**config.mk**
```make
export PLATFORM = sky130hd
export DESIGN_NAME = atm_session_driver
export DESIGN_NICKNAME = d
export VERILOG_FILES = /design/src/rtl/atm_pkg.sv /design/src/rtl/atm_key_entry.sv /design/src/rtl/atm_session_driver.sv
export SDC_FILE = /design/constraint.sdc
export NUM_CORES = 1
export LEC_CHECK = 0
export BUFFER_PORTS_ARGS = -buffer_cell sky130_fd_sc_hd__buf_4
export CORE_ASPECT_RATIO = 1.25
export CORE_MARGIN = 5
export CORE_UTILIZATION = 55
export CTS_CLUSTER_DIAMETER = 30
export DETAILED_ROUTE_END_ITERATION = 10
export GPL_TIMING_DRIVEN = 0
export PLACE_DENSITY_LB_ADDON = 0.1
export SYNTH_ARGS = -nofsm -noshare
export SYNTH_HDL_FRONTEND = slang
export SYNTH_SLANG_ARGS = --single-unit
```
**constraint.sdc**
```tcl
create_clock -name clk -period 5.1 [get_ports clk]
set_input_delay 1.275 -clock clk [delete_from_list [all_inputs] [get_ports clk]]
set_output_delay 1.275 -clock clk [all_outputs]
set_load 0.03 [all_outputs]
```
**src/rtl/atm_pkg.sv**
```systemverilog
// Shared types and constants for the ATM customer-side session driver.
package atm_pkg;

    localparam int STEP_W = 3;

    localparam logic [3:0] KEY_ENTER  = 4'd10;
    localparam logic [3:0] KEY_CANCEL = 4'd11;

    typedef enum logic [3:0] {
        IDLE, CARD, LANG, PIN, AMT, CONF, WAIT, RECV, EJECT, RETAIN
    } state_t;

    // EJECT and RETAIN sit at level 0 so every step output drops on leaving a session.
    function automatic logic [STEP_W-1:0] step_level(input state_t s);
        logic [STEP_W-1:0] l;
        case (s)
            CARD:    l = 3'd1;
            LANG:    l = 3'd2;
            PIN:     l = 3'd3;
            AMT:     l = 3'd4;
            CONF:    l = 3'd5;
            WAIT:    l = 3'd6;
            RECV:    l = 3'd7;
            default: l = 3'd0;
        endcase
        return l;
    endfunction

    function automatic logic [6:0] thermo(input logic [STEP_W-1:0] l);
        logic [6:0] t;
        for (int i = 0; i < 7; i++) t[i] = (i < int'(l));
        return t;
    endfunction

endpackage

```
**src/rtl/atm_key_entry.sv**
```systemverilog
// Keypad digit handling: 4-digit PIN shift buffer with compare, and a
// decimal amount accumulator that refuses digits pushing it past MAX_AMOUNT.
module atm_key_entry #(
    parameter logic [15:0] PIN_CODE   = 16'h1234,
    parameter int          AMT_W      = 14,
    parameter int          MAX_AMOUNT = 10000
) (
    input  logic             clk,
    input  logic             reset,
    input  logic             digit_valid,
    input  logic [3:0]       digit,
    input  logic             pin_shift,
    input  logic             amt_shift,
    input  logic             clear_buf,
    input  logic             clear_amt,
    output logic             pin_ok,
    output logic [AMT_W-1:0] amount
);

    localparam int ACC_W = AMT_W + 4;

    logic [15:0]      pin_buf;
    logic [2:0]       pin_cnt;
    logic [ACC_W-1:0] acc;
    logic             acc_ok;

    // Extra 4 bits hold amount*10+9 without wrapping before the limit test.
    always_comb begin
        acc    = ({4'b0, amount} << 3) + ({4'b0, amount} << 1) + ACC_W'(digit);
        acc_ok = (acc <= ACC_W'(MAX_AMOUNT));
    end

    assign pin_ok = (pin_cnt == 3'd4) && (pin_buf == PIN_CODE);

    always_ff @(posedge clk or negedge reset) begin
        if (!reset) begin
            pin_buf <= '0;
            pin_cnt <= '0;
            amount  <= '0;
        end else begin
            if (clear_buf) begin
                pin_buf <= '0;
                pin_cnt <= '0;
            end else if (pin_shift && digit_valid && (pin_cnt < 3'd4)) begin
                pin_buf <= {pin_buf[11:0], digit};
                pin_cnt <= pin_cnt + 3'd1;
            end

            if (clear_amt)
                amount <= '0;
            else if (amt_shift && digit_valid && acc_ok)
                amount <= acc[AMT_W-1:0];
        end
    end

endmodule

```
**src/rtl/atm_session_driver.sv**
```systemverilog
// ATM session FSM: card/keypad to cumulative step levels for the controller core.
// Define ATM_SESSION_TIMEOUT_EN to add an inactivity eject in CARD..AMT.
module atm_session_driver
    import atm_pkg::*;
#(
    parameter logic [15:0] PIN_CODE    = 16'h1234,
    parameter int          MAX_TRIES   = 3,
    parameter int          AMT_W       = 14,
    parameter int          MAX_AMOUNT  = 10000,
    parameter int          WAIT_CYCLES = 8,
    parameter int          DONE_HOLD   = 4
`ifdef ATM_SESSION_TIMEOUT_EN
    ,
    parameter int          TIMEOUT_CYCLES = 64
`endif
) (
    input  logic             clk,
    input  logic             reset,
    input  logic             card_detect,
    input  logic             key_valid,
    input  logic [3:0]       key_code,
    input  logic             atm_out,
    output logic             card_insert,
    output logic             language,
    output logic             type_of_account,
    output logic             enter_pin,
    output logic             enter_amount,
    output logic             wait_while,
    output logic             receive_amount,
    output logic [AMT_W-1:0] amount,
    output logic [1:0]       tries_left,
    output logic             card_retained,
    output logic             eject,
    output logic             session_err
);

    localparam int CNT_MAX = (WAIT_CYCLES > DONE_HOLD) ? WAIT_CYCLES : DONE_HOLD;
    localparam int CNT_W   = $clog2(CNT_MAX + 1);

    state_t           state_q, state_d;
    logic [1:0]       tries_d;
    logic [CNT_W-1:0] cnt_q, cnt_d;
    logic [6:0]       steps_q;
    logic             err_d;
    logic             clear_buf, clear_amt, pin_ok;
    logic             is_digit, is_enter, is_cancel, is_sel, in_session;

    assign is_digit   = key_valid && (key_code <= 4'd9);
    assign is_enter   = key_valid && (key_code == KEY_ENTER);
    assign is_cancel  = key_valid && (key_code == KEY_CANCEL);
    assign is_sel     = key_valid && ((key_code == 4'd1) || (key_code == 4'd2));
    assign in_session = state_q inside {[CARD:RECV]};

    atm_key_entry #(
        .PIN_CODE  (PIN_CODE),
        .AMT_W     (AMT_W),
        .MAX_AMOUNT(MAX_AMOUNT)
    ) u_key_entry (
        .clk        (clk),
        .reset      (reset),
        .digit_valid(is_digit),
        .digit      (key_code),
        .pin_shift  (state_q == PIN),
        .amt_shift  (state_q == AMT),
        .clear_buf  (clear_buf),
        .clear_amt  (clear_amt),
        .pin_ok     (pin_ok),
        .amount     (amount)
    );

`ifdef ATM_SESSION_TIMEOUT_EN
    localparam int TO_W = $clog2(TIMEOUT_CYCLES + 1);
    logic [TO_W-1:0] to_q;
    logic            to_expire;

    assign to_expire = (to_q == TO_W'(TIMEOUT_CYCLES - 1)) && !key_valid;

    always_ff @(posedge clk or negedge reset) begin
        if (!reset)
            to_q <= '0;
        else if (key_valid || (state_d != state_q) || !(state_q inside {[CARD:AMT]}))
            to_q <= '0;
        else
            to_q <= to_q + TO_W'(1);
    end
`endif

    always_comb begin
        state_d   = state_q;
        tries_d   = tries_left;
        cnt_d     = cnt_q;
        err_d     = 1'b0;
        clear_buf = 1'b0;
        clear_amt = 1'b0;

        // Card removal wins over any key or dispense condition in the same cycle.
        if (in_session && !card_detect) begin
            state_d   = IDLE;
            err_d     = 1'b1;
            clear_buf = 1'b1;
            clear_amt = 1'b1;
        end else begin
            case (state_q)
                IDLE: if (card_detect) begin
                    state_d   = CARD;
                    tries_d   = 2'(MAX_TRIES);
                    clear_buf = 1'b1;
                    clear_amt = 1'b1;
                end
                CARD, LANG: if (is_cancel) begin
                    state_d   = EJECT;
                    clear_buf = 1'b1;
                    clear_amt = 1'b1;
                end else if (is_sel) begin
                    state_d = (state_q == CARD) ? LANG : PIN;
                end
                PIN: if (is_cancel) begin
                    state_d   = EJECT;
                    clear_buf = 1'b1;
                    clear_amt = 1'b1;
                end else if (is_enter) begin
                    clear_buf = 1'b1;
                    if (pin_ok) begin
                        state_d = AMT;
                    end else begin
                        tries_d = tries_left - 2'd1;
                        if (tries_left <= 2'd1) state_d = RETAIN;
                    end
                end
                AMT: if (is_cancel) begin
                    state_d   = EJECT;
                    clear_buf = 1'b1;
                    clear_amt = 1'b1;
                end else if (is_enter && (amount != '0)) begin
                    state_d = CONF;
                end
                CONF: begin
                    state_d = WAIT;
                    cnt_d   = CNT_W'(WAIT_CYCLES - 1);
                end
                WAIT: if (cnt_q != '0) begin
                    cnt_d = cnt_q - CNT_W'(1);
                end else if (atm_out) begin
                    state_d = RECV;
                    cnt_d   = CNT_W'(DONE_HOLD - 1);
                end
                RECV: if (cnt_q == '0)
                    state_d = EJECT;
                else
                    cnt_d = cnt_q - CNT_W'(1);
                EJECT: if (!card_detect) begin
                    state_d   = IDLE;
                    clear_amt = 1'b1;
                end
                RETAIN: if (!card_detect) state_d = IDLE;
                default: state_d = IDLE;
            endcase
        end

`ifdef ATM_SESSION_TIMEOUT_EN
        if (to_expire && (state_q inside {[CARD:AMT]}) && (state_d == state_q)) begin
            state_d   = EJECT;
            clear_buf = 1'b1;
            clear_amt = 1'b1;
        end
`endif
    end

    // Outputs are registered from the next state so they change right after the edge.
    always_ff @(posedge clk or negedge reset) begin
        if (!reset) begin
            state_q       <= IDLE;
            tries_left    <= 2'(MAX_TRIES);
            cnt_q         <= '0;
            steps_q       <= '0;
            eject         <= 1'b0;
            card_retained <= 1'b0;
            session_err   <= 1'b0;
        end else begin
            state_q       <= state_d;
            tries_left    <= tries_d;
            cnt_q         <= cnt_d;
            steps_q       <= thermo(step_level(state_d));
            eject         <= (state_d == EJECT);
            card_retained <= (state_d == RETAIN);
            session_err   <= err_d;
        end
    end

    assign card_insert     = steps_q[0];
    assign language        = steps_q[1];
    assign type_of_account = steps_q[2];
    assign enter_pin       = steps_q[3];
    assign enter_amount    = steps_q[4];
    assign wait_while      = steps_q[5];
    assign receive_amount  = steps_q[6];

endmodule

```
==> flow_summary.toml, run 1 <==
[timing]
slew_headroom_pct = 31.8
hold_viol = 0
worst_slack_ps = 965
rsz0062_at_grt = "no"
slew_violations = 0
setup_tns_ps = 0
finalSetupViolCount = 0
min_period_over_period_pct = 81.1
tightest_slew_ps = 1010
skew_ps = 6.35
fmax_mhz = 242
layout_min_cycle_time_ps = 4140

[finish]
area_delta_synth_final_pct = 12.7
antennaDiodeCount = 0
fill_cells = 593
layout.nets = 483
drive_gt1_share_pct = 15.4
final_util_pct = 63.1
fin_area_um2 = 4090

[grt]
grt_usage_pct = 20.1
grt_max_degree = 54
grt_pass1_wl_mm = 13.3
grt_overflow = 0
grt_antenna_before_repair = 0
grt_pass1_vias = 2910

[synth]
synth_nets = 442
synthMuxAreaShare_pct = 3.90
synth_fa_ha_area_share_pct = 12.1
synth-xor-area-share_pct = 2.41
yosysWarnings = 0
ys_async_sr_fraction_pct = 100
synth_area_um2 = 3630
avgSynthCellArea_um2 = 9.10
synth_seq_cells = 53
syn-instance-count = 399
ys_seq_area_share_pct = 36.6
synth-simple-area-share_pct = 23.0
synth_cell_types = 69
synth-edff-count = 0
synth_top_family_by_area = "simple AND/OR/NAND/NOR gates"
synth_compound_area_share_pct = 17.9
synthFlopType = "dfrtp_1"

[routing]
wirelength_mm = 7.91
drc = 0
vias_per_cell = 5.65
drt_iter0_drc = 199
ant_nets = 0
firstDrtPassIters = 4
wire_per_inst_um = 15.0
vias = 2985

[run_status]
status = "finished clean"

[placement]
dp_hpwl_mm = 6.15
dpl_worst_slack_ps = 634
place_area_um2 = 3990
gp_congestion = 0.872
port_buffers = 34

[critical_path]
critPathLaunchType = "primary input"
crit_fanout = 10
crit_required_ps = 5280
arrival_ps = 4320
path_class = "primary input to register"
crit_path_end_kind = "register"

[clock_network]
cts_buffers = 5
clock_latency_ps = 300
clock_path_buffers = 2
cts_sinks = 53
path_clk_slew_ps = 90
holdBufCountCts = 0
post_cts_buffers = 0
htree_levels = 2
cts.repair.resized = 0
tritoncts = "done"
root_buffer = "clkbuf_8"

[die]
die_y_um = 101
die_x_um = 82.7
core-area_um2 = 6480
num_rows = 33
die_area_um2 = 8330
ios = 35
initial_utilization_pct = 56.0

[pwr]
powerDensity_nw_per_um2 = 237
power.leakage_nw = 1.98
vdd_drop_max_v = 0.000151

[run]
max_cap_violations = 0

[min_path]
hold_path.class = "register to register"
-- cells in the mapped netlist, types with 2 or more instances --
master	number	area [um2]
or4b_2	3	30.0
o21ai_1	3	15.0
and3_1	5	31.3
o2111ai_1	2	17.5
ha_1	32	400
nand3_1	4	20.0
a41o_1	2	20.0
or2_1	2	12.5
clkbuf_1	10	37.5
o21a_1	5	37.5
nor3b_1	2	15.0
nor4_1	5	31.3
a31oi_1	3	18.8
nand2_1	53	199
a2111oi_2	3	45.0
fa_1	2	40.0
nand4b_1	3	26.3
xnor2_1	2	17.5
nand2b_1	6	37.5
nor2b_1	7	43.8
dfrtp_1	51	1280
dfstp_2	2	52.6
o21ai_0	15	75.1
o211ai_1	2	15.0
nor2_1	43	161
or3_1	2	12.5
or2_2	2	12.5
a21o_1	7	52.6
nor3_2	2	20.0
nand4_1	4	25.0
o32ai_1	2	17.5
inv_1	16	60.1
nor3_1	9	45.0
buf_2	2	10.0
and2_1	2	12.5
a21oi_1	32	160
xor2_1	8	70.1
mux2i_1	13	130
-- cell type report --
cell class	count	area, um2	share of cell area [%]
buffer	15	87.6	2.14
clock buffer	6	82.6	2.02
timing repair buffer	34	255	6.24
tap	87	109	2.66
clock inverter	2	13.8	0.336
multi-input combinational	315	2150	52.6
sequential	53	1330	32.5
inverter	16	60.1	1.47
-- where the power goes --
| group | total [mW] | leakage (nW) | internal (mW) | switching (mW) |
|---|---|---|---|---|
| clock | 0.242 | 0.0512 | 0.110 | 0.132 |
| combinational | 0.259 | 1.21 | 0.0834 | 0.175 |
| sequential | 0.468 | 0.721 | 0.450 | 0.0171 |
| total | 0.968 | 1.98 | 0.644 | 0.324 |
-- final timing paths --
kind	startpoint	endpoint	slack, ps	cells past startpoint
min in group asynchronous	reset	u_key_entry.pin_buf[11]$_DFFE_PN0P_	1000	1
hold / removal	cnt_q[3]$_DFFE_PN0P_	cnt_q[3]$_DFFE_PN0P_	490	1
max in group asynchronous	reset	steps_q[5]$_DFF_PN0_	3670	1
setup reg to reg	u_key_entry.amount[0]$_DFFE_PN0P_	u_key_entry.amount[2]$_DFFE_PN0P_	1640	13
hold reg to reg	cnt_q[3]$_DFFE_PN0P_	cnt_q[3]$_DFFE_PN0P_	490	1
setup / recovery	key_code[3]	u_key_entry.amount[2]$_DFFE_PN0P_	960	14
-- cells in the final DEF, fill, tap and decap left out, types with 5 or more instances in the layout --
cell,netlist,layout
inv_1,16,16
nor3_1,9,9
nand2b_1,6,6
nor4_1,5,5
o21ai_0,15,15
o21a_1,5,5
clkbuf_1,10,10
buf_4,0,34
a21oi_1,32,32
nand2_1,53,53
dfrtp_1,51,51
nor2_1,43,43
ha_1,32,32
xor2_1,8,8
a21o_1,7,7
and3_1,5,5
clkbuf_8,0,6
nor2b_1,7,7
mux2i_1,13,13
-- metrics by stage --
stage / std cells / hold slack [ps] / power [mW]
detailed placement: 520 / 475 / 0.732
floorplan: 399 / 443 / 0.649
global placement: 520 / 472 / 0.726
global route: 528 / 505 / 1.03
finish: 528 / 486 / 0.968
CTS: 528 / 488 / 0.974
-- flip-flops by register name, indices dropped and copies added, names as in the netlist --
name and count:
card_retained 1, cnt_q 4, eject 1, session_err 1
state_q 4, steps_q 7, tries_left 2, u_key_entry.amount 14
u_key_entry.pin_buf 16, u_key_entry.pin_cnt 3
-- logic make-up (layout without fill, tap and decap cells) --
logic type	count (synthesis)	in the layout
xor+xnor	10	10
flops	53	53
compound gates	92	92
fa+ha+maj	34	34
buf+inv	31	73
mux	14	14
simple gates	165	165
-- metal layers --
layer  up-vias  global-route usage [%]  share of wire (%)
met2        54                    36.2                 52
met5         -                       0                  0
li1       1517                       -                  -
met3         6                    2.59                3.6
met4         0                    4.91                1.1
met1      1408                    25.0                 43
-- worst max-delay path, stage by stage --
cell      delay (ps)
buf_4            140
fa_1             560
inv_1             70
fa_1             440
nand2b_1         170
a21oi_1          150
xor2_1           100
or4_1            520
nand3_1          130
o2111a_1         220
buf_6            140
buf_12           140
mux2i_1          190
nor2_1            60
Power figures use the tool's default switching activity.
==> run 2: changes to the inputs <==
--- a/config.mk
+++ b/config.mk
@@ -5,6 +5,7 @@
 export SDC_FILE = /design/constraint.sdc
 export NUM_CORES = 1
 export LEC_CHECK = 0
+export ABC_AREA = 1
 export BUFFER_PORTS_ARGS = -buffer_cell sky130_fd_sc_hd__buf_4
 export CORE_ASPECT_RATIO = 1.25
 export CORE_MARGIN = 5
==> constraint.sdc (replaced) <==
create_clock -name clk -period 4.3 [get_ports clk]
set_input_delay 1.075 -clock clk [delete_from_list [all_inputs] [get_ports clk]]
set_output_delay 1.075 -clock clk [all_outputs]
set_load 0.03 [all_outputs]
==> flow_summary.toml, run 2 <==
[die]
ios = 35
die_y_um = 103
die_area_um2 = 8700
initial_utilization_pct = 55.6
die_x_um = 84.5
core-area_um2 = 6850
num_rows = 34

[grt]
grt_pass1_vias = 3329
grt_overflow = 0
grt_max_degree = 54
grt_usage_pct = 20.4
grt_pass1_wl_mm = 14.5
grt_antenna_before_repair = 0

[synth]
ys_top_cells_by_area = "dfrtp_1, nand2_1, ha_1, inv_1, nor2_1"
synth_seq_cells = 53
synth_top_cell_area_share_pct = 33.5
synth_area_um2 = 3810
yosysWarnings = 0
synthFlopType = "dfrtp_1"
yosysMostFrequentCell = "nand2_1"
netlist_top_cells_count = "nand2_1, inv_1, nor2_1, dfrtp_1, nand3_1"
synth_cell_types = 35
yosys.area.top_type = "dfrtp_1"
ys_async_sr_fraction_pct = 100
synth_nets = 590
ys_seq_area_share_pct = 34.9
syn-instance-count = 547
avgSynthCellArea_um2 = 6.97
synth-edff-count = 0

[finish]
largest_reg_flops = 16
top_register = "u_key_entry.pin_buf"
fin_area_um2 = 4260
final_cell_mix = "nand2_1, inv_1, nor2_1, dfrtp_1, nand3_1"
drive_gt1_share_pct = 10.5
final_common_cell = "nand2_1"
area_delta_synth_final_pct = 11.8
antennaDiodeCount = 0
layout.nets = 631
top_regs = "u_key_entry.pin_buf x16, u_key_entry.amount x14, steps_q x7"

[timing]
whs_ps = 494
min_period_over_period_pct = 85.0
finalSetupViolCount = 0
slew_headroom_pct = 55.2
tightest_slew_ps = 668
worst_slack_ps = 646
fmax_mhz = 274
hold_viol = 0
slew_violations = 0
setup_tns_ps = 0
layout_min_cycle_time_ps = 3650
rsz0062_at_grt = "no"
skew_ps = 6.61

[routing]
wirelength_mm = 8.38
vias_per_cell = 5.03
firstDrtPassIters = 4
drc = 0
wire_per_inst_um = 12.3
vias = 3418
drt_iter0_drc = 181
ant_nets = 0

[clock_network]
htree_levels = 2
tritoncts = "done"
cts_sinks = 53
clock_path_buffers = 2
root_buffer = "clkbuf_8"
cts_buffers = 5
post_cts_buffers = 0
holdBufCountCts = 0
path_clk_slew_ps = 90
clock_latency_ps = 300
cts.repair.resized = 0

[pwr]
vdd_drop_max_v = 0.000305
p_total_mw = 2.66
powerDensity_nw_per_um2 = 625
power.leakage_nw = 2.53

[run_status]
status = "finished clean"

[critical_path]
critPathLaunchType = "primary input"
crit_required_ps = 4540
crit_fanout = 10
cp_slowest_cell = "fa_1"
path_class = "primary input to register"
cpPeakStageDelay_ps = 570
crit_path_end_kind = "register"
crit_chain = "buf_4 -> fa_1 -> inv_1 -> fa_1 -> inv_1 -> nand2_1 -> nand2_1 -> nand3_1 -> nand3b_1 -> nand2_1 -> nor2_1 -> nand3_1 -> nand3_1 -> nand2_1 -> nand3_1 -> clkbuf_1 -> nand3_1 -> nand2_1"
arrival_ps = 3900

[run]
max_cap_violations = 0

[placement]
gp_congestion = 0.905
place_area_um2 = 4180
port_buffers = 34
dp_hpwl_mm = 6.74
dpl_worst_slack_ps = 315

[min_path]
hold_path.class = "register to register"
-- run 2: cell types whose count changed after synthesis, moves of 8 or more --
cell	change
inv_1	+89
nand2_1	+83
nand3_1	+41
nor2_1	+29
a21oi_1	-16
a31oi_1	+15
mux2i_1	-13
clkbuf_1	-8
-- run 2: kinds of logic (layout without fill, tap and decap cells) --
kind of cell,after synthesis,after routing,synth area share [%]
adder cells (fa/ha/maj),34,34,11.6
AO/OA/AOI/OAI,55,55,8.67
buffers and inverters,118,160,12.3
AND/OR/NAND/NOR,283,283,31.6
flip-flops,53,53,34.9
XOR/XNOR,4,4,0.919
-- run 2: final timing paths --
path / from / to / slack, ps / cells past startpoint
setup / recovery: key_code[3] / u_key_entry.amount[0]$_DFFE_PN0P_ / 650 / 18
hold / removal: u_key_entry.pin_buf[8]$_DFFE_PN0P_ / u_key_entry.pin_buf[12]$_DFFE_PN0P_ / 490 / 2
setup reg to reg: u_key_entry.amount[0]$_DFFE_PN0P_ / u_key_entry.amount[0]$_DFFE_PN0P_ / 1080 / 17
hold reg to reg: u_key_entry.pin_buf[8]$_DFFE_PN0P_ / u_key_entry.pin_buf[12]$_DFFE_PN0P_ / 490 / 2
max in group asynchronous: reset / u_key_entry.amount[8]$_DFFE_PN0P_ / 3060 / 1
min in group asynchronous: reset / u_key_entry.pin_buf[5]$_DFFE_PN0P_ / 780 / 1
-- run 2: cell type report --
cell class / instances / area, um2
well taps: 90 / 113
flip-flops and latches: 53 / 1330
multi-input cells: 376 / 2010
inverters: 110 / 413
clock inverters: 2 / 10.0
repair buffers: 34 / 255
fillers: 674 / 2590
clock buffers: 6 / 72.6
plain buffers: 8 / 57.6
-- run 2: per-layer routing --
metal / vias to the layer above / global-route usage, % / wire [um]
li1: 1814 / - / -
met1: 1547 / 22.9 / 3500
met2: 47 / 40.2 / 4550
met3: 10 / 2.32 / 222
met4: 0 / 6.70 / 108
met5: - / 0 / 0
-- run 2: through the flow --
step	utilization, %	cells
detailed placement	61.0	671
global route	62.2	679
floorplan	-	547
global placement	61.0	671
finish	62.2	679
CTS	62.2	679
-- run 2: critical path: cells and delay by family --
family	cells	cell delay, ps
and+or+nand+nor	12	1130
adders and majority gates	2	1020
buffers and inverters	4	670
-- run 2: power by group --
group / switching, mW / total, mW / internal, mW
Clock: 0.154 / 0.267 / 0.113
Combinational: 1.02 / 1.59 / 0.571
Sequential: 0.139 / 0.804 / 0.666
